--- config.mk ---
export PLATFORM = sky130hd
export DESIGN_NAME = flag_branch_unit
export DESIGN_NICKNAME = d
export VERILOG_FILES = /design/src/rtl/flag_branch_unit.sv
export SDC_FILE = /design/constraint.sdc
export NUM_CORES = 1
export LEC_CHECK = 0
export ABC_AREA = 1
export BUFFER_PORTS_ARGS = -buffer_cell sky130_fd_sc_hd__buf_2
export CAP_MARGIN = 10
export CORE_UTILIZATION = 48
export DETAILED_ROUTE_END_ITERATION = 8
export PLACE_DENSITY = 0.85
export REMOVE_ABC_BUFFERS = 1
export SLEW_MARGIN = 40
export SYNTH_ARGS = -nofsm -noshare
export SYNTH_HDL_FRONTEND = slang
export SYNTH_SLANG_ARGS = --single-unit
--- constraint.sdc ---
create_clock -name clk -period 1.71 [get_ports clk]
set_clock_uncertainty 0.15 [all_clocks]
set_input_delay 0.171 -clock clk [delete_from_list [all_inputs] [get_ports clk]]
set_output_delay 0.171 -clock clk [all_outputs]
set_load 0.02 [all_outputs]
--- src/rtl/flag_branch_unit.sv ---
// Flag register plus a branch resolver with a one-cycle result pipeline and a saturating taken counter.
// The optional macro FLAG_FWD_EN forwards same-cycle flag writes into branch evaluation instead of stalling.
module flag_branch_unit #(
    parameter int DATA_W = 16
) (
    input  logic              clk,
    input  logic              rst_n,
    input  logic              alu_valid,
    input  logic [3:0]        alu_opcode,
    input  logic [2:0]        alu_flags,
    input  logic              br_valid,
    output logic              br_ready,
    input  logic              br_reg,
    input  logic [2:0]        br_cond,
    input  logic [8:0]        br_offset,
    input  logic [DATA_W-1:0] br_rs_data,
    input  logic [DATA_W-1:0] br_pc,
    output logic              res_valid,
    output logic              res_taken,
    output logic [DATA_W-1:0] res_pc,
    output logic [2:0]        flags_q,
    output logic [DATA_W-1:0] taken_cnt
);

    // Flag bit order: [2]=N, [1]=Z, [0]=V
    function automatic logic cond_met(input logic [2:0] cond, input logic [2:0] f);
        logic n, z, v;
        n = f[2];
        z = f[1];
        v = f[0];
        case (cond)
            3'b000:  cond_met = !z;
            3'b001:  cond_met = z;
            3'b010:  cond_met = !z && !n;
            3'b011:  cond_met = n;
            3'b100:  cond_met = z || !n;
            3'b101:  cond_met = n || z;
            3'b110:  cond_met = v;
            default: cond_met = 1'b1;
        endcase
    endfunction

    function automatic logic [DATA_W-1:0] sat_inc(input logic [DATA_W-1:0] cnt);
        sat_inc = (&cnt) ? cnt : cnt + 1'b1;
    endfunction

    logic              wr_nzv, wr_z;
    logic [2:0]        flags_new, eval_flags;
    logic              ready_en;
    logic              accept_p0, taken_p0;
    logic signed [DATA_W-1:0] off_ext_p0;
    logic [DATA_W-1:0] seq_pc_p0, target_p0, next_pc_p0;

    always_comb begin
        wr_nzv    = alu_valid && (alu_opcode == 4'h0 || alu_opcode == 4'h1);
        wr_z      = alu_valid && (alu_opcode inside {4'h0, 4'h1, 4'h3, 4'h4, 4'h5, 4'h6});
        flags_new = flags_q;
        if (wr_nzv)
            flags_new = alu_flags;
        else if (wr_z)
            flags_new[1] = alu_flags[1];
    end

`ifdef FLAG_FWD_EN
    assign eval_flags = flags_new;
    assign br_ready   = ready_en;
`else
    // A flag-writing retire stalls the branch so it resolves against the committed flags next cycle
    assign eval_flags = flags_q;
    assign br_ready   = ready_en && !wr_z;
`endif

    always_comb begin
        accept_p0  = br_valid && br_ready;
        taken_p0   = cond_met(br_cond, eval_flags);
        off_ext_p0 = {{(DATA_W-10){br_offset[8]}}, br_offset, 1'b0};
        seq_pc_p0  = br_pc + DATA_W'(2);
        target_p0  = br_reg ? br_rs_data : seq_pc_p0 + off_ext_p0;
        next_pc_p0 = taken_p0 ? target_p0 : seq_pc_p0;
    end

    // p0 -> p1: registered branch result
    always_ff @(posedge clk or negedge rst_n) begin
        if (!rst_n) begin
            ready_en  <= 1'b0;
            flags_q   <= 3'b000;
            res_valid <= 1'b0;
            res_taken <= 1'b0;
            res_pc    <= '0;
            taken_cnt <= '0;
        end else begin
            ready_en  <= 1'b1;
            flags_q   <= flags_new;
            res_valid <= accept_p0;
            if (accept_p0) begin
                res_taken <= taken_p0;
                res_pc    <= next_pc_p0;
                if (taken_p0)
                    taken_cnt <= sat_inc(taken_cnt);
            end
        end
    end

endmodule

==> results of run 1 <==
==> metal layers <==
metal | track usage (%) | share of wire, % | vias to the layer above | routed length (um)
met5 | 0 | 0 | - | 0
met4 | 22.7 | 10 | 0 | 1820
met3 | 11.3 | 12 | 204 | 2240
met2 | 64.1 | 44 | 564 | 8020
met1 | 44.9 | 33 | 2282 | 5970
li1 | - | - | 1959 | -
==> worst min path at each step <==
stage                               from          to  slack [ns]  cells after the start
final                     br_rs_data[14]  res_pc[14]        0.02                      5
after global routing            br_pc[0]   res_pc[0]        0.02                      3
after CTS                  br_rs_data[9]   res_pc[9]        0.04                      3
after detailed placement           rst_n  flags_q[2]         0.1                      2
after global placement             rst_n  flags_q[2]         0.1                      2
after floorplan                    rst_n  flags_q[0]       -0.27                      0
==> critical path, stage by stage <==
cell     delay [ns]
buf_2          0.12
nand2_2        0.10
nor2_4         0.13
buf_4          0.15
nand2_1        0.07
xor2_1         0.22
inv_2          0.13
ha_4           0.28
a21o_1         0.23
a31oi_1        0.21
nand2_2        0.12
nand2_1        0.09
nand2_1        0.07
o21ai_1        0.15
nand2_1        0.12
nand2_1        0.08
==> layout make-up <==
type	count	share of cell area [%]
Sequential cell	38	16.5
Timing Repair Buffer	211	25.4
Inverter	63	4.42
Clock buffer	6	1.43
Timing Repair inverter	1	0.108
Tap cell	77	1.67
Multi-Input combinational cell	373	49.5
Clock inverter	2	1.04
==> flip-flops by register name, indices dropped and copies added (netlist names) <==
register / count
flags_q: 3
res_pc: 16
res_taken: 1
ready_en: 1
taken_cnt: 16
res_valid: 1
==> report_power, final <==
group | switching [W] | internal (W)
Combinational | 0.00151 | 0.00105
Clock | 0.000380 | 0.000623
Sequential | 0.000174 | 0.00108
Total | 0.00206 | 0.00275
==> cell usage in the layout (no fill, tap or decap), types with 4 or more instances in the layout <==
cell	n
o211ai_1	5
inv_2	17
nand3_4	6
buf_4	102
ha_4	15
nor2_1	29
nand2_4	12
nor2_2	8
buf_2	86
or2_2	5
nand3_2	11
o21ai_2	9
a21oi_2	8
nand2_1	85
nor2_4	13
ha_1	5
xnor2_1	5
o21ai_1	15
inv_1	43
clkbuf_8	6
dfrtp_1	38
nand3_1	14
xor2_2	5
xor2_1	12
nand2_2	50
nand4_1	5
dlygate4sd3_1	4
nand3b_1	4
buf_6	17
a21oi_1	19
==> logic make-up (layout without fill, tap and decap cells) <==
logic type,after synthesis,count (layout),synth area share [%]
other,1,1,0.114
adders and majority gates,21,21,8.20
AOI/OAI and AO/OA,70,70,12.3
DFF,38,38,28.9
muxes,1,1,0.342
xor gates and xnor gates,27,27,7.18
and+or+nand+nor,253,253,33.7
buffers and inverters,73,283,9.30
==> stage by stage <==
stage	power [W]	cell area (um^2)	setup TNS, ns	utilization (%)
3_5_place_dp	0.00291	4390	-9.40	67.6
6_report	0.00482	5780	-8.97	88.9
4_1_cts	0.00412	5150	-3.41	79.3
2_1_floorplan	0.00216	3230	-9.98	-
3_3_place_gp	0.00285	4390	-8.43	67.6
5_1_grt	0.00496	5780	-11.50	88.9
==> timing repair <==
action | in CTS | in global routing
setup endpoints to repair | 21 | 32
hold buffers | 4 | 0
gates resized for setup | 109 | 131
endpoints found under the hold margin | 41 | 0
buffers inserted | 15 | 23
pin swaps | 53 | 84
gates cloned | 1 | 0
==> Implementation_results.wiki, run 1 <==
{| class="wikitable"
! Metric !! Value
|-
| Routed vias/inst || 6.50
|-
| Via count of the first global-routing pass || 4512
|-
| Area taken by multi-input logic gates || 0.00286 mm^2
|-
| Required @ worst endpoint || 1.82 ns
|-
| Flop and latch count out of synthesis || 38
|-
| Crit path max fanout || 4
|-
| Count of antenna-violating nets left after detailed routing || 0
|-
| Measured slew at the worst slew-check pin || 0.514 ns
|-
| Synth unique cells || 41
|-
| Worst setup EP type || register
|-
| Run status || finished, violations left
|-
| Cells after synthesis || 484
|-
| Netlist Area Pre-Place || 0.00329 mm^2
|-
| Sequential area share after synthesis || 28.9%
|-
| TritonCTS clock tree || built
|-
| Worst reg2reg path startpoint || flags_q[1]
|-
| I/O pin total || 94
|-
| Clock sinks || 38
|-
| DR iter-0 viols || 792
|-
| Worst hold margin || 0.0213 ns
|-
| Most frequent cell after synthesis || nand2_1
|-
| Fraction of post-synthesis cell area in the top cell type by area || 28.9%
|-
| Final number of hold-violating endpoints || 0
|-
| Final-report max-slew violation count || 0
|-
| Internal reg-to-reg setup slack || -0.29 ns
|-
| Power density cells || 834 mW/mm^2
|-
| Most common library cells after synthesis || nand2_1, inv_1, nor2_1, dfrtp_1, nand3_1
|-
| Insertion delay to the later sink of the worst-skew pair || 0.31 ns
|-
| Last weighted congestion value of the routability-driven placer || 0.912
|-
| Maximum vdd ir drop || 0.000762 V
|-
| Synthesized area per cell || 6.81 um^2
|-
| Library cell used as clock root buffer || clkbuf_8
|-
| Final worst-path cycle share || 137%
|-
| Number of flops mapped to enable cells by yosys || 0
|-
| Net total in the final layout || 770
|-
| CTS Buf Count || 5
|-
| Core ar. || 0.00649 mm^2
|-
| Fill cells || 251
|-
| Type of the tightest min-delay check || in2reg
|-
| Proportion of layout cells with a drive suffix above 1 || 57.1%
|-
| Dominant synthesized flop cell || dfrtp_1
|-
| Flip-flop and latch area || 951 um^2
|-
| Initial Util || 50.7%
|-
| Critical path class || in2reg
|-
| Largest net degree at the start of global routing || 39
|-
| Clock slew at reported path FFs || 0.09 ns
|-
| Average wire per standard cell || 23.4 um
|-
| Max-capacitance violation count || 0
|-
| Leading cell types by total area after synthesis || dfrtp_1, nand2_1, ha_1, inv_1, nor2_1
|-
| H-tree lvl count || 2
|-
| Last element of the critical path || res_pc[12]
|-
| Pre-CTS setup slack || -0.861 ns
|-
| Via Count || 5009
|-
| Setup repair after global routing missed its margin || true
|-
| Standard-cell row count || 29
|-
| Aggregate global routing overflow || 0
|-
| Setup crit start || br_pc[9]
|-
| Violated checks || DRC, setup timing
|-
| Residual DRC count || 10
|-
| Endpoint arrival time on the critical path || 2.45 ns
|-
| Router iterations before antenna repair || 9
|-
| Port Buffers || 93
|-
| Final Critical Period || 2.34 ns
|-
| Leakage power || 2.95 nW
|-
| Max Clk Rate || 428 MHz
|-
| Final setup slack of the worst path || -0.625 ns
|-
| Count of warnings emitted by yosys || 0
|-
| Total wire length after detailed routing || 18.1 mm
|-
| Signed area change from the synthesized netlist to the final layout || 75.4%
|-
| Largest buffer count on any clock path || 2
|-
| Non-filler instance count after layout || 771
|-
| Reg2Reg Capture Point || res_pc[7]
|-
| HPWL after detailed placement || 7.39 mm
|-
| Number of antenna violations at the first check in global routing || 0
|-
| Overall routing resource usage || 38.7%
|-
| Depth of the worst register-to-register path || 10
|-
| Total of endpoints with negative setup slack in the final report || 32
|-
| Global-route wire length before repair || 21.7 mm
|-
| Die area || 0.00720 mm^2
|-
| Post-synthesis async set-or-reset flop share || 100%
|-
| Element type at the critical path start || input port
|-
| Die outline height || 84.8 um
|-
| Number of inserted diodes || 0
|-
| Most area-hungry cell type in the Yosys netlist || dfrtp_1
|-
| Die Wd || 84.8 um
|-
| Post-Place Cells || 724
|-
| Worst-case headroom to the max-slew limit || 65.7%
|}
(Power assumes the default switching activity.)
==> inputs of run 2 (changes only) <==
- CORE_UTILIZATION: 48 -> 49
- CTS_BUF_LIST: default -> sky130_fd_sc_hd__clkbuf_2
- PLACE_DENSITY: 0.85 -> 0.86
==> run 2 against run 1 <==
  * The flow still finishes with violations (DRC, setup timing)
  * Sequential power hardly changed
  * Critical path depth is 1 higher
  * Utilization is 2.7 points higher
  * Routed wire length is 6.3% higher
  * Clock power is 56% lower
  * Via count is 3.3% higher
  * Count of clock-buffer cells in the layout is 1 higher
  * Cell count is 1.2% higher
  * Register-to-register slack worse by 0.15 ns
  * Total power is 8.4% lower
  * Setup slack worse by 0.010 ns
  * Highest routed layer unchanged
==> Implementation_results.wiki, run 2 (synthesis results as in run 1) <==
{| class="wikitable"
! Metric !! Value
|-
| Final worst-path cycle share || 137%
|-
| Total of endpoints with negative setup slack in the final report || 33
|-
| Top library cells by usage in the layout, fill and taps aside || buf_4, buf_2, nand2_1
|-
| Maximum vdd ir drop || 0.000655 V
|-
| Largest buffer count on any clock path || 2
|-
| Worst setup EP type || register
|-
| Die outline height || 84.0 um
|-
| Routed vias/inst || 6.63
|-
| Max Clk Rate || 426 MHz
|-
| H-tree lvl count || 2
|-
| Via count of the first global-routing pass || 4423
|-
| Count of antenna-violating nets left after detailed routing || 0
|-
| CTS Buf Count || 5
|-
| Clock sinks || 38
|-
| Leakage power || 3.03 nW
|-
| Insertion delay to the later sink of the worst-skew pair || 0.43 ns
|-
| Library cell used as clock root buffer || clkbuf_2
|-
| Final setup slack of the worst path || -0.635 ns
|-
| Overall routing resource usage || 35.1%
|-
| Worst hold margin || 0.00450 ns
|-
| Origin of the worst min-delay path || br_rs_data[15]
|-
| Most frequent standard cell in the layout excluding fill and tap cells || buf_4
|-
| Critical path class || in2reg
|-
| Run status || finished, violations left
|-
| Pre-CTS setup slack || -0.889 ns
|-
| Standard-cell row count || 29
|-
| Worst-case headroom to the max-slew limit || 63.6%
|-
| Required @ worst endpoint || 1.89 ns
|-
| Number of antenna violations at the first check in global routing || 1
|-
| Die Wd || 84.0 um
|-
| Worst reg2reg path startpoint || flags_q[1]
|-
| Proportion of layout cells with a drive suffix above 1 || 55.7%
|-
| Die area || 0.00706 mm^2
|-
| I/O pin total || 94
|-
| Violated checks || DRC, setup timing
|-
| Largest net degree at the start of global routing || 39
|-
| HPWL after detailed placement || 7.35 mm
|-
| Endpoint arrival time on the critical path || 2.52 ns
|-
| Final total negative setup slack || -10.77 ns
|-
| Internal reg-to-reg setup slack || -0.44 ns
|-
| Type of the tightest min-delay check || in2reg
|-
| Signed area change from the synthesized netlist to the final layout || 78.7%
|-
| Global-route wire length before repair || 19.7 mm
|-
| Core ar. || 0.00642 mm^2
|-
| Leading registers by flop count || res_pc (16), taken_cnt (16), flags_q (3)
|-
| Element type at the critical path start || input port
|-
| Crit path max fanout || 4
|-
| Final-report max-slew violation count || 0
|-
| Router iterations before antenna repair || 9
|-
| Total wire length after detailed routing || 19.2 mm
|-
| Net total in the final layout || 779
|-
| Port Buffers || 93
|-
| Clock slew at reported path FFs || 0.21 ns
|-
| Average wire per standard cell || 24.6 um
|-
| Residual DRC count || 40
|-
| Initial Util || 51.3%
|-
| Max-capacitance violation count || 0
|-
| Power density cells || 749 mW/mm^2
|-
| Aggregate global routing overflow || 0
|-
| Final Critical Period || 2.35 ns
|-
| Measured slew at the worst slew-check pin || 0.546 ns
|-
| Via Count || 5173
|-
| DR iter-0 viols || 969
|-
| Last weighted congestion value of the routability-driven placer || 0.884
|-
| Setup repair after global routing missed its margin || true
|-
| TritonCTS clock tree || built
|-
| Final number of hold-violating endpoints || 0
|-
| Setup crit start || br_pc[2]
|}
## run 2: worst paths after layout
| path | end | depth (start not counted) |
|---|---|---|
| setup reg to reg | res_pc[9] | 11 |
| min in group asynchronous | taken_cnt[0] | 3 |
| hold / removal | res_pc[15] | 5 |
| hold reg to reg | res_taken | 2 |
| max in group asynchronous | res_pc[10] | 3 |
| setup / recovery | res_pc[9] | 17 |
## run 2: power by group
part	internal, W	switching, W	total [W]
combinational	0.00113	0.00161	0.00274
sequential	0.00108	0.000151	0.00123
clock	0.000106	0.000333	0.000439
total	0.00232	0.00209	0.00441
## run 2: cell type report
class                      instances  area, um^2
fill                             216         536
clock buffer                       7        35.0
timing repair buffer             220        1650
antenna                            1        2.50
inverter                          63         256
tap                               77        96.3
sequential                        38         951
timing repair inverter             1        8.76
multi-input combinational        373        2890
## run 2: worst max-delay path: stages
cell,delay (ns)
buf_12,0.09
nand3_4,0.09
nor2_4,0.15
nand2_4,0.09
nor2_2,0.10
xor2_1,0.21
inv_2,0.11
ha_4,0.35
nand2_1,0.15
nand2_2,0.11
inv_1,0.06
buf_4,0.14
nand2_2,0.12
nand2_1,0.09
nand3_1,0.08
o211ai_1,0.10
a21oi_1,0.30
## run 2: per-stage QoR
stage | cells | power [W] | util (%) | instance area, um^2
floorplan | 474 | 0.00216 | - | 3230
global placement | 722 | 0.00287 | 68.7 | 4410
detailed placement | 722 | 0.00293 | 68.7 | 4410
CTS | 758 | 0.00358 | 79.8 | 5120
global route | 780 | 0.00451 | 91.7 | 5890
finish | 780 | 0.00441 | 91.7 | 5890
## run 2: what timing repair did
action                                  in CTS  in global routing
pin swaps                                   45                 93
buffers inserted                            14                 23
hold buffers                                14                  1
gates cloned                                 1                  1
endpoints found under the setup margin      27                 33
resized for setup                          100                155
endpoints found under the hold margin       49                  1
## run 2: per-layer routing
layer / vias up / share of wire [%] / track usage [%]
met4: 0 / 12 / 21.9
met1: 2278 / 31 / 38.0
li1: 1980 / - / -
met2: 647 / 43 / 63.3
met5: - / 0 / 0
met3: 268 / 14 / 6.03
